==> src/rtl/game_pkg.sv <==
// Shared types and defaults for the plane-war collision/game-state controller.
package game_pkg;

  typedef enum logic [1:0] {
    ST_IDLE = 2'd0,
    ST_PLAY = 2'd1,
    ST_OVER = 2'd2
  } state_t;

  localparam int LIVES_W = 3;
  localparam int BOMBS_W = 3;

  localparam int N_ENEMY_DEF       = 4;
  localparam int SCORE_W_DEF       = 16;
  localparam int LIVES_INIT_DEF    = 3;
  localparam int BOMBS_INIT_DEF    = 2;
  localparam int INVINC_FRAMES_DEF = 60;

endpackage

==> src/rtl/game_collide_ctrl_if.sv <==
// Pixel-side sprite alphas, player controls and game-state outputs of the controller.
interface game_collide_ctrl_if #(
  parameter int N_ENEMY = 4,
  parameter int SCORE_W = 16
);
  import game_pkg::*;

  logic                pixel_valid_i;
  logic                frame_start_i;
  logic                me_alpha_i;
  logic                bullet_alpha_i;
  logic [N_ENEMY-1:0]  enemy_alpha_i;
  logic [N_ENEMY-1:0]  enemy_active_i;
  logic                start_i;
  logic                bomb_req_i;
  logic [1:0]          state_o;
  logic [N_ENEMY-1:0]  enemy_hit_o;
  logic                me_crash_o;
  logic                bomb_o;
  logic [SCORE_W-1:0]  score_o;
  logic [LIVES_W-1:0]  lives_o;
  logic [BOMBS_W-1:0]  bombs_o;
  logic                invinc_o;

  modport master (
    output pixel_valid_i, frame_start_i, me_alpha_i, bullet_alpha_i,
           enemy_alpha_i, enemy_active_i, start_i, bomb_req_i,
    input  state_o, enemy_hit_o, me_crash_o, bomb_o, score_o, lives_o,
           bombs_o, invinc_o
  );

  modport slave (
    input  pixel_valid_i, frame_start_i, me_alpha_i, bullet_alpha_i,
           enemy_alpha_i, enemy_active_i, start_i, bomb_req_i,
    output state_o, enemy_hit_o, me_crash_o, bomb_o, score_o, lives_o,
           bombs_o, invinc_o
  );

endinterface

==> src/rtl/collide_accum.sv <==
// Per-channel sticky overlap flags for one frame; presents the committed hit vector and its popcount.
module collide_accum #(
  parameter int N     = 4,
  parameter int CNT_W = $clog2(N + 1)
) (
  input  logic             clk,
  input  logic             rst,
  input  logic             sample_en,
  input  logic [N-1:0]     overlap,
  input  logic [N-1:0]     active,
  input  logic             force_all,
  input  logic             clear,
  output logic [N-1:0]     hit_vec,
  output logic [CNT_W-1:0] hit_cnt
);

  logic [N-1:0] flags;
  logic [N-1:0] live;

  assign live = sample_en ? overlap : '0;

  always_ff @(posedge clk or negedge rst) begin
    if (!rst)       flags <= '0;
    else if (clear) flags <= '0;
    else            flags <= flags | live;
  end

  // The current pixel is folded in so a pixel coinciding with the clear still counts.
  assign hit_vec = (flags | live | {N{force_all}}) & active;

  always_comb begin
    hit_cnt = '0;
    for (int unsigned i = 0; i < N; i++)
      hit_cnt = hit_cnt + CNT_W'(hit_vec[i]);
  end

endmodule

==> src/rtl/game_collide_ctrl.sv <==
// Frame-based collision commit, score/lives/bomb bookkeeping and IDLE/PLAY/OVER game FSM.
module game_collide_ctrl
  import game_pkg::*;
#(
  parameter int N_ENEMY       = N_ENEMY_DEF,
  parameter int SCORE_W       = SCORE_W_DEF,
  parameter int LIVES_INIT    = LIVES_INIT_DEF,
  parameter int BOMBS_INIT    = BOMBS_INIT_DEF,
  parameter int INVINC_FRAMES = INVINC_FRAMES_DEF
) (
  input  logic              clk,
  input  logic              rst,
  game_collide_ctrl_if.slave bus
);

  localparam int CNT_W = $clog2(N_ENEMY + 1);
  localparam int INV_W = $clog2(INVINC_FRAMES + 1);
  localparam int SUM_W = SCORE_W + CNT_W;

  state_t               state_q, state_d;
  logic                 do_start;
  logic                 play, sample_en, commit, bomb_fire;
  logic                 crash_now, crash_take;
  logic                 crash_flag, bomb_pending, bomb_req_q;
  logic [N_ENEMY-1:0]   hit_vec, enemy_hit_q;
  logic [CNT_W-1:0]     hit_cnt;
  logic [SUM_W-1:0]     score_sum;
  logic [SCORE_W-1:0]   score_q, score_sat;
  logic [LIVES_W-1:0]   lives_q;
  logic [BOMBS_W-1:0]   bombs_q;
  logic [INV_W-1:0]     invinc_q;
  logic                 me_crash_q, bomb_q;

  assign play       = (state_q == ST_PLAY);
  assign sample_en  = play & bus.pixel_valid_i;
  assign commit     = play & bus.frame_start_i;
  assign bomb_fire  = play & bus.bomb_req_i & ~bomb_req_q & (bombs_q != '0);
  assign crash_now  = crash_flag |
                      (sample_en & bus.me_alpha_i & |(bus.enemy_alpha_i & bus.enemy_active_i));
  assign crash_take = commit & crash_now & (invinc_q == '0);

  collide_accum #(
    .N     (N_ENEMY),
    .CNT_W (CNT_W)
  ) u_kill (
    .clk       (clk),
    .rst       (rst),
    .sample_en (sample_en & bus.bullet_alpha_i),
    .overlap   (bus.enemy_alpha_i),
    .active    (bus.enemy_active_i),
    .force_all (bomb_pending),
    .clear     (commit | do_start),
    .hit_vec   (hit_vec),
    .hit_cnt   (hit_cnt)
  );

  assign score_sum = SUM_W'(score_q) + SUM_W'(hit_cnt);
  assign score_sat = (|score_sum[SUM_W-1:SCORE_W]) ? '1 : score_sum[SCORE_W-1:0];

  always_ff @(posedge clk or negedge rst) begin
    if (!rst) state_q <= ST_IDLE;
    else      state_q <= state_d;
  end

  always_comb begin
    state_d  = state_q;
    do_start = 1'b0;
    case (state_q)
      ST_IDLE, ST_OVER: begin
        if (bus.start_i) begin
          state_d  = ST_PLAY;
          do_start = 1'b1;
        end
      end
      ST_PLAY: begin
        if (crash_take && lives_q == LIVES_W'(1)) state_d = ST_OVER;
      end
      default: state_d = ST_IDLE;
    endcase
  end

  always_ff @(posedge clk or negedge rst) begin
    if (!rst) begin
      score_q      <= '0;
      lives_q      <= '0;
      bombs_q      <= '0;
      invinc_q     <= '0;
      crash_flag   <= 1'b0;
      bomb_pending <= 1'b0;
      bomb_req_q   <= 1'b0;
      enemy_hit_q  <= '0;
      me_crash_q   <= 1'b0;
      bomb_q       <= 1'b0;
    end else begin
      enemy_hit_q <= '0;
      me_crash_q  <= 1'b0;
      bomb_q      <= 1'b0;
      bomb_req_q  <= bus.bomb_req_i;
      if (do_start) begin
        score_q      <= '0;
        lives_q      <= LIVES_W'(LIVES_INIT);
        bombs_q      <= BOMBS_W'(BOMBS_INIT);
        invinc_q     <= '0;
        crash_flag   <= 1'b0;
        bomb_pending <= 1'b0;
      end else if (play) begin
        if (commit) begin
          enemy_hit_q <= hit_vec;
          score_q     <= score_sat;
          crash_flag  <= 1'b0;
          if (crash_take) begin
            me_crash_q <= 1'b1;
            lives_q    <= lives_q - LIVES_W'(1);
            invinc_q   <= INV_W'(INVINC_FRAMES);
          end else if (invinc_q != '0) begin
            invinc_q <= invinc_q - INV_W'(1);
          end
        end else begin
          crash_flag <= crash_now;
        end
        // A bomb fired on the commit cycle arms the following frame, not this one.
        if (bomb_fire) begin
          bomb_q       <= 1'b1;
          bombs_q      <= bombs_q - BOMBS_W'(1);
          bomb_pending <= 1'b1;
        end else if (commit) begin
          bomb_pending <= 1'b0;
        end
      end
    end
  end

  assign bus.state_o     = state_q;
  assign bus.enemy_hit_o = enemy_hit_q;
  assign bus.me_crash_o  = me_crash_q;
  assign bus.bomb_o      = bomb_q;
  assign bus.score_o     = score_q;
  assign bus.lives_o     = lives_q;
  assign bus.bombs_o     = bombs_q;
  assign bus.invinc_o    = (invinc_q != '0);

endmodule

==> src/flat_wrapper.sv <==
// flat-port wrapper written by rule: the top's interface ports become plain ports
module game_collide_ctrl_flat import game_pkg::*;
#(
  parameter int N_ENEMY       = N_ENEMY_DEF,
  parameter int SCORE_W       = SCORE_W_DEF,
  parameter int LIVES_INIT    = LIVES_INIT_DEF,
  parameter int BOMBS_INIT    = BOMBS_INIT_DEF,
  parameter int INVINC_FRAMES = INVINC_FRAMES_DEF
)
  (clk, rst, bus_pixel_valid_i, bus_frame_start_i, bus_me_alpha_i, bus_bullet_alpha_i, bus_enemy_alpha_i, bus_enemy_active_i, bus_start_i, bus_bomb_req_i, bus_state_o, bus_enemy_hit_o, bus_me_crash_o, bus_bomb_o, bus_score_o, bus_lives_o, bus_bombs_o, bus_invinc_o);
  game_collide_ctrl_if #(.N_ENEMY(N_ENEMY), .SCORE_W(SCORE_W)) bus_i ();
  input  logic clk;
  input  logic rst;
  input wire logic [$bits(bus_i.pixel_valid_i)-1:0] bus_pixel_valid_i;
  input wire logic [$bits(bus_i.frame_start_i)-1:0] bus_frame_start_i;
  input wire logic [$bits(bus_i.me_alpha_i)-1:0] bus_me_alpha_i;
  input wire logic [$bits(bus_i.bullet_alpha_i)-1:0] bus_bullet_alpha_i;
  input wire logic [$bits(bus_i.enemy_alpha_i)-1:0] bus_enemy_alpha_i;
  input wire logic [$bits(bus_i.enemy_active_i)-1:0] bus_enemy_active_i;
  input wire logic [$bits(bus_i.start_i)-1:0] bus_start_i;
  input wire logic [$bits(bus_i.bomb_req_i)-1:0] bus_bomb_req_i;
  output wire logic [$bits(bus_i.state_o)-1:0] bus_state_o;
  output wire logic [$bits(bus_i.enemy_hit_o)-1:0] bus_enemy_hit_o;
  output wire logic [$bits(bus_i.me_crash_o)-1:0] bus_me_crash_o;
  output wire logic [$bits(bus_i.bomb_o)-1:0] bus_bomb_o;
  output wire logic [$bits(bus_i.score_o)-1:0] bus_score_o;
  output wire logic [$bits(bus_i.lives_o)-1:0] bus_lives_o;
  output wire logic [$bits(bus_i.bombs_o)-1:0] bus_bombs_o;
  output wire logic [$bits(bus_i.invinc_o)-1:0] bus_invinc_o;
  assign bus_i.pixel_valid_i = bus_pixel_valid_i;
  assign bus_i.frame_start_i = bus_frame_start_i;
  assign bus_i.me_alpha_i = bus_me_alpha_i;
  assign bus_i.bullet_alpha_i = bus_bullet_alpha_i;
  assign bus_i.enemy_alpha_i = bus_enemy_alpha_i;
  assign bus_i.enemy_active_i = bus_enemy_active_i;
  assign bus_i.start_i = bus_start_i;
  assign bus_i.bomb_req_i = bus_bomb_req_i;
  assign bus_state_o = bus_i.state_o;
  assign bus_enemy_hit_o = bus_i.enemy_hit_o;
  assign bus_me_crash_o = bus_i.me_crash_o;
  assign bus_bomb_o = bus_i.bomb_o;
  assign bus_score_o = bus_i.score_o;
  assign bus_lives_o = bus_i.lives_o;
  assign bus_bombs_o = bus_i.bombs_o;
  assign bus_invinc_o = bus_i.invinc_o;
  game_collide_ctrl #(.N_ENEMY(N_ENEMY), .SCORE_W(SCORE_W), .LIVES_INIT(LIVES_INIT), .BOMBS_INIT(BOMBS_INIT), .INVINC_FRAMES(INVINC_FRAMES)) u_core (.clk(clk), .rst(rst), .bus(bus_i));
endmodule
==> config.mk <==
export PLATFORM = sky130hd
export DESIGN_NAME = game_collide_ctrl_flat
export DESIGN_NICKNAME = d
export VERILOG_FILES = /design/src/rtl/game_pkg.sv /design/src/rtl/game_collide_ctrl_if.sv /design/src/rtl/collide_accum.sv /design/src/rtl/game_collide_ctrl.sv /design/src/flat_wrapper.sv
export SDC_FILE = /design/constraint.sdc
export NUM_CORES = 1
export LEC_CHECK = 0
export ABC_AREA = 1
export CAP_MARGIN = 10
export CORE_ASPECT_RATIO = 1.75
export CORE_UTILIZATION = 30
export DETAILED_ROUTE_END_ITERATION = 6
export HOLD_SLACK_MARGIN = 0.02
export PLACE_DENSITY_LB_ADDON = 0.1
export SLEW_MARGIN = 20
export SYNTH_ARGS = -nofsm -noshare
export SYNTH_HDL_FRONTEND = slang
export SYNTH_SLANG_ARGS = --single-unit
==> constraint.sdc <==
create_clock -name clk -period 6.11 [get_ports clk]
set_input_delay 1.222 -clock clk [delete_from_list [all_inputs] [get_ports clk]]
set_output_delay 1.222 -clock clk [all_outputs]
set_load 0.02 [all_outputs]
# Yosys cells after proc, flatten, opt, wreduce, memory -nomap -nowiden
# Index checks and enable logic that the tools add are counted.
[op_classes] add_sub_neg=7 eq_ne=5 n_mux=40 n_bitwise=17 reduce_logical=20
[ops] op="16-bit 2-to-1 mux" count=4
[ops] op="6-bit 2-to-1 mux" count=5
[ops] op="3-bit 2-to-1 mux" count=7
[ops] op="4-bit 2-to-1 mux" count=5
[ops] op="16-bit by 3-bit adder with 17-bit output" count=1
[ops] op="1-bit 2-to-1 mux" count=16
[ops] op="1-bit bitwise AND" count=10
[ops] op="3-bit nonzero test" count=3
[ops] op="4-bit bitwise AND" count=2
[ops] op="4-bit bitwise OR" count=2
[ops] op="2-bit AND reduction" count=4
[ops] op="2-bit nonzero test" count=4
[ops] op="6-bit zero test" count=1
[ops] op="3-bit AND reduction" count=2
[ops] op="6-bit nonzero test" count=1
[ops] op="3-bit by 1-bit subtractor with 3-bit output (second input constant)" count=2
[ops] op="6-bit by 1-bit subtractor with 6-bit output (second input constant)" count=1
[ops] op="2-bit 2-to-1 mux" count=2
[ops] op="2-bit inequality test (second input constant)" count=2
[ops] op="2-bit one-hot mux with 2 select lines" count=1
[ops] op="4-bit OR reduction" count=1
[ops] op="2-bit by 1-bit adder with 3-bit output" count=1
[ops] op="3-bit by 1-bit adder with 3-bit output" count=1
[ops] op="3-bit by 1-bit == test with 1-bit output (second input constant)" count=1
[ops] op="other kinds (9)" count=10
[word_totals] reg_bits=43 output_inout_bits=31 word_cells=101

# Depth between registers and ports, before layout
# Gate-level depths: netlist of the first run.
[logic_depth] word_depth=16 mapped_depth=21

# Hierarchy
# Synthesis of the first run repeated with hierarchy kept, for this count alone.
[hier_totals] hier_cells=354 hier_area_um2=2598.7
[by_module_without_submodules] module="game_collide_ctrl" n_inst=1 cells_per_inst=322 area_per_inst_um2=2348.5
[by_module_without_submodules] module="collide_accum" n_inst=1 cells_per_inst=32 area_per_inst_um2=250.2

# Worst setup path after synthesis of the first run
# No wires, ideal clock.
[synth_timing] path_type="input -> register" start="in bus_bullet_alpha_i" end="reg u_core.score_q[10] (netlist: u_core.bus.score_o[10])" setup_time_ns=0.117 arrival_time_ns=3.707 required_time_ns=5.993 path_slack_ns=2.286 stages=18 n_path_buf=0 path_cell_list="nand3_1 -> inv_1 -> a21o_1 -> o21ai_0 -> inv_1 -> fa_1 -> inv_1 -> fa_1 -> inv_1 -> fa_1 -> nand2_2 -> nor2_4 -> nand2_2 -> nor2_4 -> xnor2_1 -> nand2_1 -> nand2_1 -> nand2_1"
[synth_via] elab_chain_len=14
[synth_rtl] item="from (decl)" line="flat_wrapper.sv:17" source="input wire logic [$bits(bus_i.bullet_alpha_i)-1:0] bus_bullet_alpha_i;"
[synth_rtl] item="1-bit bitwise AND (*)" line="game_collide_ctrl.sv:48" source=".sample_en (sample_en & bus.bullet_alpha_i),"
[synth_rtl] item="4-bit 2-to-1 mux (*)" line="collide_accum.sv:20" source="assign live = sample_en ? overlap : '0;"
[synth_rtl] item="4-bit bitwise OR (*) (2 in a row)" line="collide_accum.sv:29" source="assign hit_vec = (flags | live | {N{force_all}}) & active;"
[synth_rtl] item="4-bit bitwise AND (*)" line="collide_accum.sv:29"
[synth_rtl] item="1-bit by 1-bit adder with 2-bit output" line="collide_accum.sv:34" source="hit_cnt = hit_cnt + CNT_W'(hit_vec[i]);"
[synth_rtl] item="2-bit by 1-bit adder with 3-bit output" line="collide_accum.sv:34"
[synth_rtl] item="3-bit by 1-bit adder with 3-bit output (*)" line="collide_accum.sv:34"
[synth_rtl] item="16-bit by 3-bit adder with 17-bit output (*)" line="game_collide_ctrl.sv:57" source="assign score_sum = SUM_W'(score_q) + SUM_W'(hit_cnt);"
[synth_rtl] item="3-bit OR reduction" line="game_collide_ctrl.sv:58" source="assign score_sat = (|score_sum[SUM_W-1:SCORE_W]) ? '1 : score_sum[SCORE_W-1:0];"
[synth_rtl] item="16-bit 2-to-1 mux (*)" line="game_collide_ctrl.sv:58"
[synth_rtl] item="16-bit 2-to-1 mux (*)" line="game_collide_ctrl.sv:107" source="if (commit) begin"
[synth_rtl] item="16-bit 2-to-1 mux (*)" line="game_collide_ctrl.sv:106" source="end else if (play) begin"
[synth_rtl] item="16-bit 2-to-1 mux (*)" line="game_collide_ctrl.sv:99" source="if (do_start) begin"
[synth_rtl] item="to (signal assigned)" line="game_collide_ctrl.sv:109" source="score_q <= score_sat;"
[synth_rtl] item="to (decl)" line="game_collide_ctrl.sv:28" source="logic [SCORE_W-1:0] score_q, score_sat;"
# Every way passes the cells marked *; elsewhere a longest branch is shown, timed or not. The select of a mux whose other input is x is not followed.
# A chain may end at the register's enable or synchronous reset.

# Final worst setup path of the first run
[layout_timing] start="in bus_pixel_valid_i" end="reg u_core.score_q[12] (netlist: u_core.bus.score_o[12])"
[layout_via] elab_chain_len=15
[layout_rtl] item="from (decl)" line="flat_wrapper.sv:14" source="input wire logic [$bits(bus_i.pixel_valid_i)-1:0] bus_pixel_valid_i;"
[layout_rtl] item="1-bit bitwise AND (*)" line="game_collide_ctrl.sv:35" source="assign sample_en = play & bus.pixel_valid_i;"
[layout_rtl] item="1-bit bitwise AND (*)" line="game_collide_ctrl.sv:48"
[layout_rtl] item="4-bit 2-to-1 mux (*)" line="collide_accum.sv:20"
[layout_rtl] item="4-bit bitwise OR (*) (2 in a row)" line="collide_accum.sv:29"
[layout_rtl] item="4-bit bitwise AND (*)" line="collide_accum.sv:29"
[layout_rtl] item="1-bit by 1-bit adder with 2-bit output" line="collide_accum.sv:34"
[layout_rtl] item="2-bit by 1-bit adder with 3-bit output" line="collide_accum.sv:34"
[layout_rtl] item="3-bit by 1-bit adder with 3-bit output (*)" line="collide_accum.sv:34"
[layout_rtl] item="16-bit by 3-bit adder with 17-bit output (*)" line="game_collide_ctrl.sv:57"
[layout_rtl] item="3-bit OR reduction" line="game_collide_ctrl.sv:58"
[layout_rtl] item="16-bit 2-to-1 mux (*)" line="game_collide_ctrl.sv:58"
[layout_rtl] item="16-bit 2-to-1 mux (*)" line="game_collide_ctrl.sv:107"
[layout_rtl] item="16-bit 2-to-1 mux (*)" line="game_collide_ctrl.sv:106"
[layout_rtl] item="16-bit 2-to-1 mux (*)" line="game_collide_ctrl.sv:99"
# Marks and branches as above.

==> metrics.txt, run 1 <==
outcome=finished with violations; failing checks=DRC; maxcap violations=0; global-route wire length before repair=approximately 11 mm; Final WS setup=1.74 ns; synthesis-stage register bit count=43; die area=8580 um^2; Max Freq=~230 MHz; Main synth FF type=dfrtp_1; Clock Tree Root=clkbuf_16; Ys Warns=0; Vias=2210; Synth top area share=0.437; Sink Count=43; Crit. End Element=flip-flop; postcts setup bufs=0; Die Ht=between 100 and 150 um; routed length per placed instance=14.2 um; Finished Core Util=0.397; port bufs=46; Starting Density=0.309; Post-Place Cells=455; initial antenna violation count=0; Fin Hold WS=0.495 ns; # resized after CTS=0; DP Worst Slack=1.44 ns; worst IR drop on VDD=0.000158 V; largest net degree at the start of global routing=44; Area Overhead vs Synth=28.5%; drt drc=10; synth top area cells=dfrtp_1, nand2_1, inv_1, o21ai_0, nor2_1; Final HPWL DP=just over 5 mm; dpl cell area=3010 um^2; num rows=43; hold buffers post-CTS=0; Switch Pwr=0.532 mW; DR top layer=met4; Seq/Total Area, Yosys=0.437; Sw Share=0.418; top cells by count, synth=nand2_1, inv_1, dfrtp_1; Non-Filler Instances=~460; Die Width=~70 um; Data arrival, critical path=about 4.6 ns; WL final=6.57 mm; H-tree levels=2; fin. max-slew vios=0; Routed Antenna Nets=0; DR vias/cell=between 4 and 5; overall power=1.27 mW; TritonCTS Buffers=5; RSZ-0062 raised after global routing=no; Leak=1.54 nW; EDFF count, synth=0; syn_nets=347; # nets final=397; HP Class=flip-flop to flip-flop; Iter 0 DRT Violations=121; Logic pwr share=0.443; clock slew at reported path FFs=0.07 ns; Core ar.=7960 um^2; kind of critical path=input port to flip-flop; critical path fanouts, max=4; metal1 wirelength=between 2 and 2.5 mm; Clock Skew=0.00842 ns; Worst Path Required=~6.3 ns; Ant. Diodes=0; syn avg cell area=7.64 um^2; Gate Count Post-Synth=around 320; asr flop ratio synth=1.00; CTS tree=done; routed wire length on met3=172 um; num ports=47; Pint=0.741 mW; layout cell share with drive strength beyond 1=0.0912; Clock Power Share=0.216; PwrDens=roughly 400 nW/um^2; final setup fails=0; Tot GR Track Use=0.168; final worst path period need=4.37 ns; post-route clock period utilization=0.715; Synth cell types=30; top-count cell post-synth=nand2_1; max_slew headroom=0.425; CTS Buffer Depth=2; Initial DRT Pass Iterations=6; total gr overflow=0; setup_tns=0 ns; Worst-Margin Slew=0.861 ns; clock latency on the worst-skew pair=around 0.29 ns; Sequential Power Share=0.341; vias in the first global route=about 2.3k; nature of the critical path startpoint=input port; Final Cell Area=3160 um^2; Placer Congestion=about 0.81; area leader, netlist=dfrtp_1; Hold Vio Cnt, Final=0; synthesized area=2460 um^2; WL met2=3.86 mm
==> final cells by class <==
class | count | area (um^2)
clock inverters | 3 | 23.8
clock buffers | 5 | 125
multi-input cells | 228 | 1190
repair buffers | 46 | 458
fillers | 861 | 4800
well taps | 90 | 113
inverters | 48 | 180
flip-flops and latches | 43 | 1080
==> metal layers <==
layer	vias up	track usage
li1	1114	-
met1	1050	0.162
met2	34	0.330
met3	12	0.0306
met4	0	0.0867
met5	-	0
==> power groups by stage <==
stage	clock network, mW	logic (mW)	registers [mW]
4_1_cts	0.284	0.574	0.438
3_5_place_dp	0	0.572	0.443
5_1_grt	0.295	0.639	0.447
3_3_place_gp	0	0.571	0.443
2_1_floorplan	0	0.315	0.482
6_report	0.275	0.564	0.435
==> state kept, by name (all words and copies together), names as in the netlist <==
register and flops:
u_core.bus.score_o 16, u_core.invinc_q 6, u_core.bus.enemy_hit_o 4, u_core.u_kill.flags 4, u_core.bus.bombs_o 3, u_core.bus.lives_o 3, u_core.bus.state_o 2, u_core.bomb_pending 1
u_core.bomb_req_q 1, u_core.bus.bomb_o 1, u_core.bus.me_crash_o 1, u_core.crash_flag 1
==> worst max-delay path: stages <==
cell and delay, ns:
clkdlybuf4s50_1 0.43, nand3_1 0.09, inv_1 0.07, a21o_1 0.17
o21ai_0 0.20, inv_1 0.10, fa_1 0.54, inv_1 0.05
fa_1 0.41, inv_1 0.11, fa_1 0.25, nand2_2 0.09
nor2_4 0.15, nand2_2 0.09, nand3b_1 0.28, nand3_1 0.17
nand2_1 0.07, o21ai_2 0.09
==> kinds of logic (layout without fill, tap and decap cells) <==
logic type,after synthesis,in the layout,share of synthesized area
AND/OR/NAND/NOR,170,170,0.305
buffers and inverters,51,102,0.0803
flip-flops,43,43,0.437
AO/OA/AOI/OAI,42,42,0.0976
adder cells (fa/ha/maj),9,9,0.0549
XOR/XNOR,7,7,0.0249
==> path summary, 6_finish.rpt <==
path	from	to	slack, ns	cells past startpoint
min	u_core.invinc_q[0]$_DFFE_PN0P_	u_core.invinc_q[0]$_DFFE_PN0P_	0.50	1
max	bus_pixel_valid_i	u_core.bus.score_o[12]$_DFFE_PN0P_	1.74	18
max reg2reg	u_core.bus.state_o[0]$_DFFE_PN0P_	u_core.bus.score_o[12]$_DFFE_PN0P_	2.50	19
min reg2reg	u_core.invinc_q[0]$_DFFE_PN0P_	u_core.invinc_q[0]$_DFFE_PN0P_	0.50	1
max in group asynchronous	rst	u_core.bus.score_o[0]$_DFFE_PN0P_	4.79	1
min in group asynchronous	rst	u_core.bus.score_o[12]$_DFFE_PN0P_	0.91	1
==> placed cells by master, fill, tap and decap left out, types with 3 or more instances in the layout <==
cell type        count
nor3_1               3
dfrtp_1             43
xor2_1               6
nand3b_1             3
nand2_1             99
nor2_2               5
ha_1                 6
o21ai_2              3
inv_1               45
o21ai_0             27
nand2_2              5
a21oi_1              4
clkbuf_16            5
fa_1                 3
nor2_1              27
nand4_1              5
nand3_1             16
clkdlybuf4s50_1     45
inv_2                3
Power figures use the tool's default switching activity.
==> run 2, diff against run 1 <==
Clock period 6.11 ns to 4 ns, I/O delays scaled along.
==> run 2 against run 1 <==
The flow still finishes with violations (DRC). Die area is the same. Wire length grew 1.6%. Critical path depth is the same. Via count grew 0.59%. Setup slack lost 1.5 ns. Clock power grew 75%. Largest power group unchanged.
==> metrics.txt, run 2 (same netlist as run 1, synthesis figures left out) <==
Clock Tree Root=clkbuf_16; Ant. Diodes=0 (unchanged); Worst-Margin Slew=0.576 ns (-0.285 ns); Leak=1.60 nW (+4.5%); initial antenna violation count=0 (unchanged); worst-path cell chain=clkdlybuf4s50_1, nand3_1, inv_1, a21o_1, o21ai_0, inv_1, fa_1, inv_1, fa_1, inv_1, fa_2, nand2_2, nor2_4, nand2_2, nand3b_1, nand3_1, nand2_1, o21ai_2; Final WS setup=0.252 ns (-1.49 ns); layout cell share with drive strength beyond 1=0.120 (+0.0286); commonest non-fill, non-tap cell in the layout=nand2_1; die area=8580 um^2 (unchanged); Crit. End Element=flip-flop; fin. max-slew vios=0 (unchanged); maxcap violations=0 (unchanged); Max Freq=267 MHz; num ports=47 (unchanged); CP max-delay cell=fa_1; Core ar.=7960 um^2 (unchanged); Starting Density=0.309 (unchanged); Data arrival, critical path=3.97 ns (-0.62 ns); Sink Count=43 (unchanged); RSZ-0062 raised after global routing=no; CTS tree=done; Tot GR Track Use=0.169 (+0.00105); Vias=2223 (+0.59%); largest net degree at the start of global routing=44 (unchanged); clock latency on the worst-skew pair=0.29 ns (about the same); CTS Buffer Depth=2 (unchanged); post-route clock period utilization=0.937; commonest non-fill, non-tap cells in the layout=nand2_1, inv_1, clkdlybuf4s50_1; Worst Path Required=4.22 ns (-2.12 ns); critical path launch point=bus_pixel_valid_i; port bufs=46 (unchanged); hold buffers post-CTS=0 (unchanged); CP max stage delay=0.51 ns (-0.03 ns); nature of the critical path startpoint=input port; worst IR drop on VDD=0.000329 V (+110%); Final Cell Area=3270 um^2 (+3.3%); critical path fanouts, max=4 (unchanged); overall power=2.05 mW (+61%); Placer Congestion=0.884 (+9.1%); outcome=finished with violations; routed length per placed instance=14.1 um (-0.77%); Routed Antenna Nets=0 (unchanged); kind of critical path=input port to flip-flop; DR vias/cell=4.69 (-1.7%); FF-to-FF Start=u_core.bus.state_o[0]$_DFFE_PN0P_; clock slew at reported path FFs=0.06 ns (about the same); final worst path period need=between 3 and 4 ns; Area Overhead vs Synth=32.8%; number of flip-flops in the largest register=16 (unchanged); # nets final=408 (+2.8%); Final HPWL DP=5.07 mm (+0.22%); WL final=6.67 mm (+1.6%); total gr overflow=0 (unchanged); Initial DRT Pass Iterations=6 (unchanged); final setup fails=0 (unchanged); HP Class=input port to asynchronous set/reset pin; num rows=43 (unchanged); crit-path most repeated cell=inv_1; failing checks=DRC; global-route wire length before repair=10.9 mm (about the same); setup_tns=0 ns (unchanged); dpl cell area=3090 um^2 (+2.7%); DP Worst Slack=-0.119 ns (-1.56 ns); H-tree levels=2 (unchanged); Die Ht=122 um (unchanged); vias in the first global route=2339 (+2.8%); PwrDens=629 nW/um^2 (+56%); Die Width=70.5 um (unchanged); Iter 0 DRT Violations=63 (-48%); postcts setup bufs=0 (unchanged); Hold Vio Cnt, Final=0 (unchanged); max_slew headroom=0.616 (+0.190); Clock Skew=0.00420 ns (-0.00422 ns); TritonCTS Buffers=5 (unchanged); drt drc=10 (unchanged)
-- run 2: cell types whose count changed in the layout (fill, tap and decap cells not counted) --
cell / previous run / this run
buf_4: 1 / 12
clkinvlp_4: 2 / 0
bufinv_16: 0 / 1
clkinv_2: 0 / 1
clkinv_4: 0 / 1
fa_1: 3 / 2
fa_2: 0 / 1
inv_6: 1 / 0
o21ai_0: 27 / 26
o21ai_1: 1 / 2
-- run 2: worst paths after layout --
path                       cells past startpoint  slack [ns]                            endpoint
setup / recovery                              18        0.25  u_core.bus.score_o[12]$_DFFE_PN0P_
hold / removal                                 1        0.50  u_core.bus.score_o[12]$_DFFE_PN0P_
setup reg to reg                              19        0.58  u_core.bus.score_o[12]$_DFFE_PN0P_
hold reg to reg                                1        0.50      u_core.invinc_q[0]$_DFFE_PN0P_
max in group asynchronous                      1        3.10      u_core.invinc_q[1]$_DFFE_PN0P_
min in group clk                               1        0.50      u_core.invinc_q[0]$_DFFE_PN0P_
-- run 2: what timing repair did --
| item | in CTS | in global routing |
|---|---|---|
| endpoints found under the setup margin | 0 | 8 |
| endpoints found under the hold margin | 0 | 0 |
| gates resized for setup | 0 | 2 |
-- run 2: critical path: cells and delay by family --
kind	cells	cell delay, ns
AO/OA/AOI/OAI	3	0.42
buffers and inverters	5	0.73
AND/OR/NAND/NOR	7	0.90
adder cells (fa/ha/maj)	3	1.12
-- run 2: where the power goes --
group          switching [mW]  internal (mW)  leakage, nW  total [mW]
registers               0.114          0.553        0.562       0.667
clock network           0.185          0.295       0.0838       0.480
logic                   0.523          0.385        0.959       0.907
-- run 2: stage by stage --
stage / hold slack, ns / utilization / cells
floorplan: 0.459 / - / 322
global placement: 0.488 / 0.389 / 466
detailed placement: 0.487 / 0.389 / 466
CTS: 0.500 / 0.410 / 474
global route: 0.531 / 0.410 / 474
finish: 0.501 / 0.410 / 474
-- run 2: metal layers --
layer | up-vias | GRT usage | part of all wire
met1 | 1053 | 0.158 | 0.37
met5 | - | 0 | 0
met3 | 11 | 0.0298 | 0.022
met2 | 30 | 0.343 | 0.58
li1 | 1129 | - | -
met4 | 0 | 0.0804 | 0.024
-- run 2: cell type report --
| cell class | instances | area (um^2) |
|---|---|---|
| fill | 837 | 4690 |
| multi-input combinational | 228 | 1190 |
| clock buffer | 5 | 125 |
| tap | 90 | 113 |
| timing repair buffer | 57 | 541 |
| sequential | 43 | 1080 |
| clock inverter | 3 | 43.8 |
| inverter | 48 | 180 |
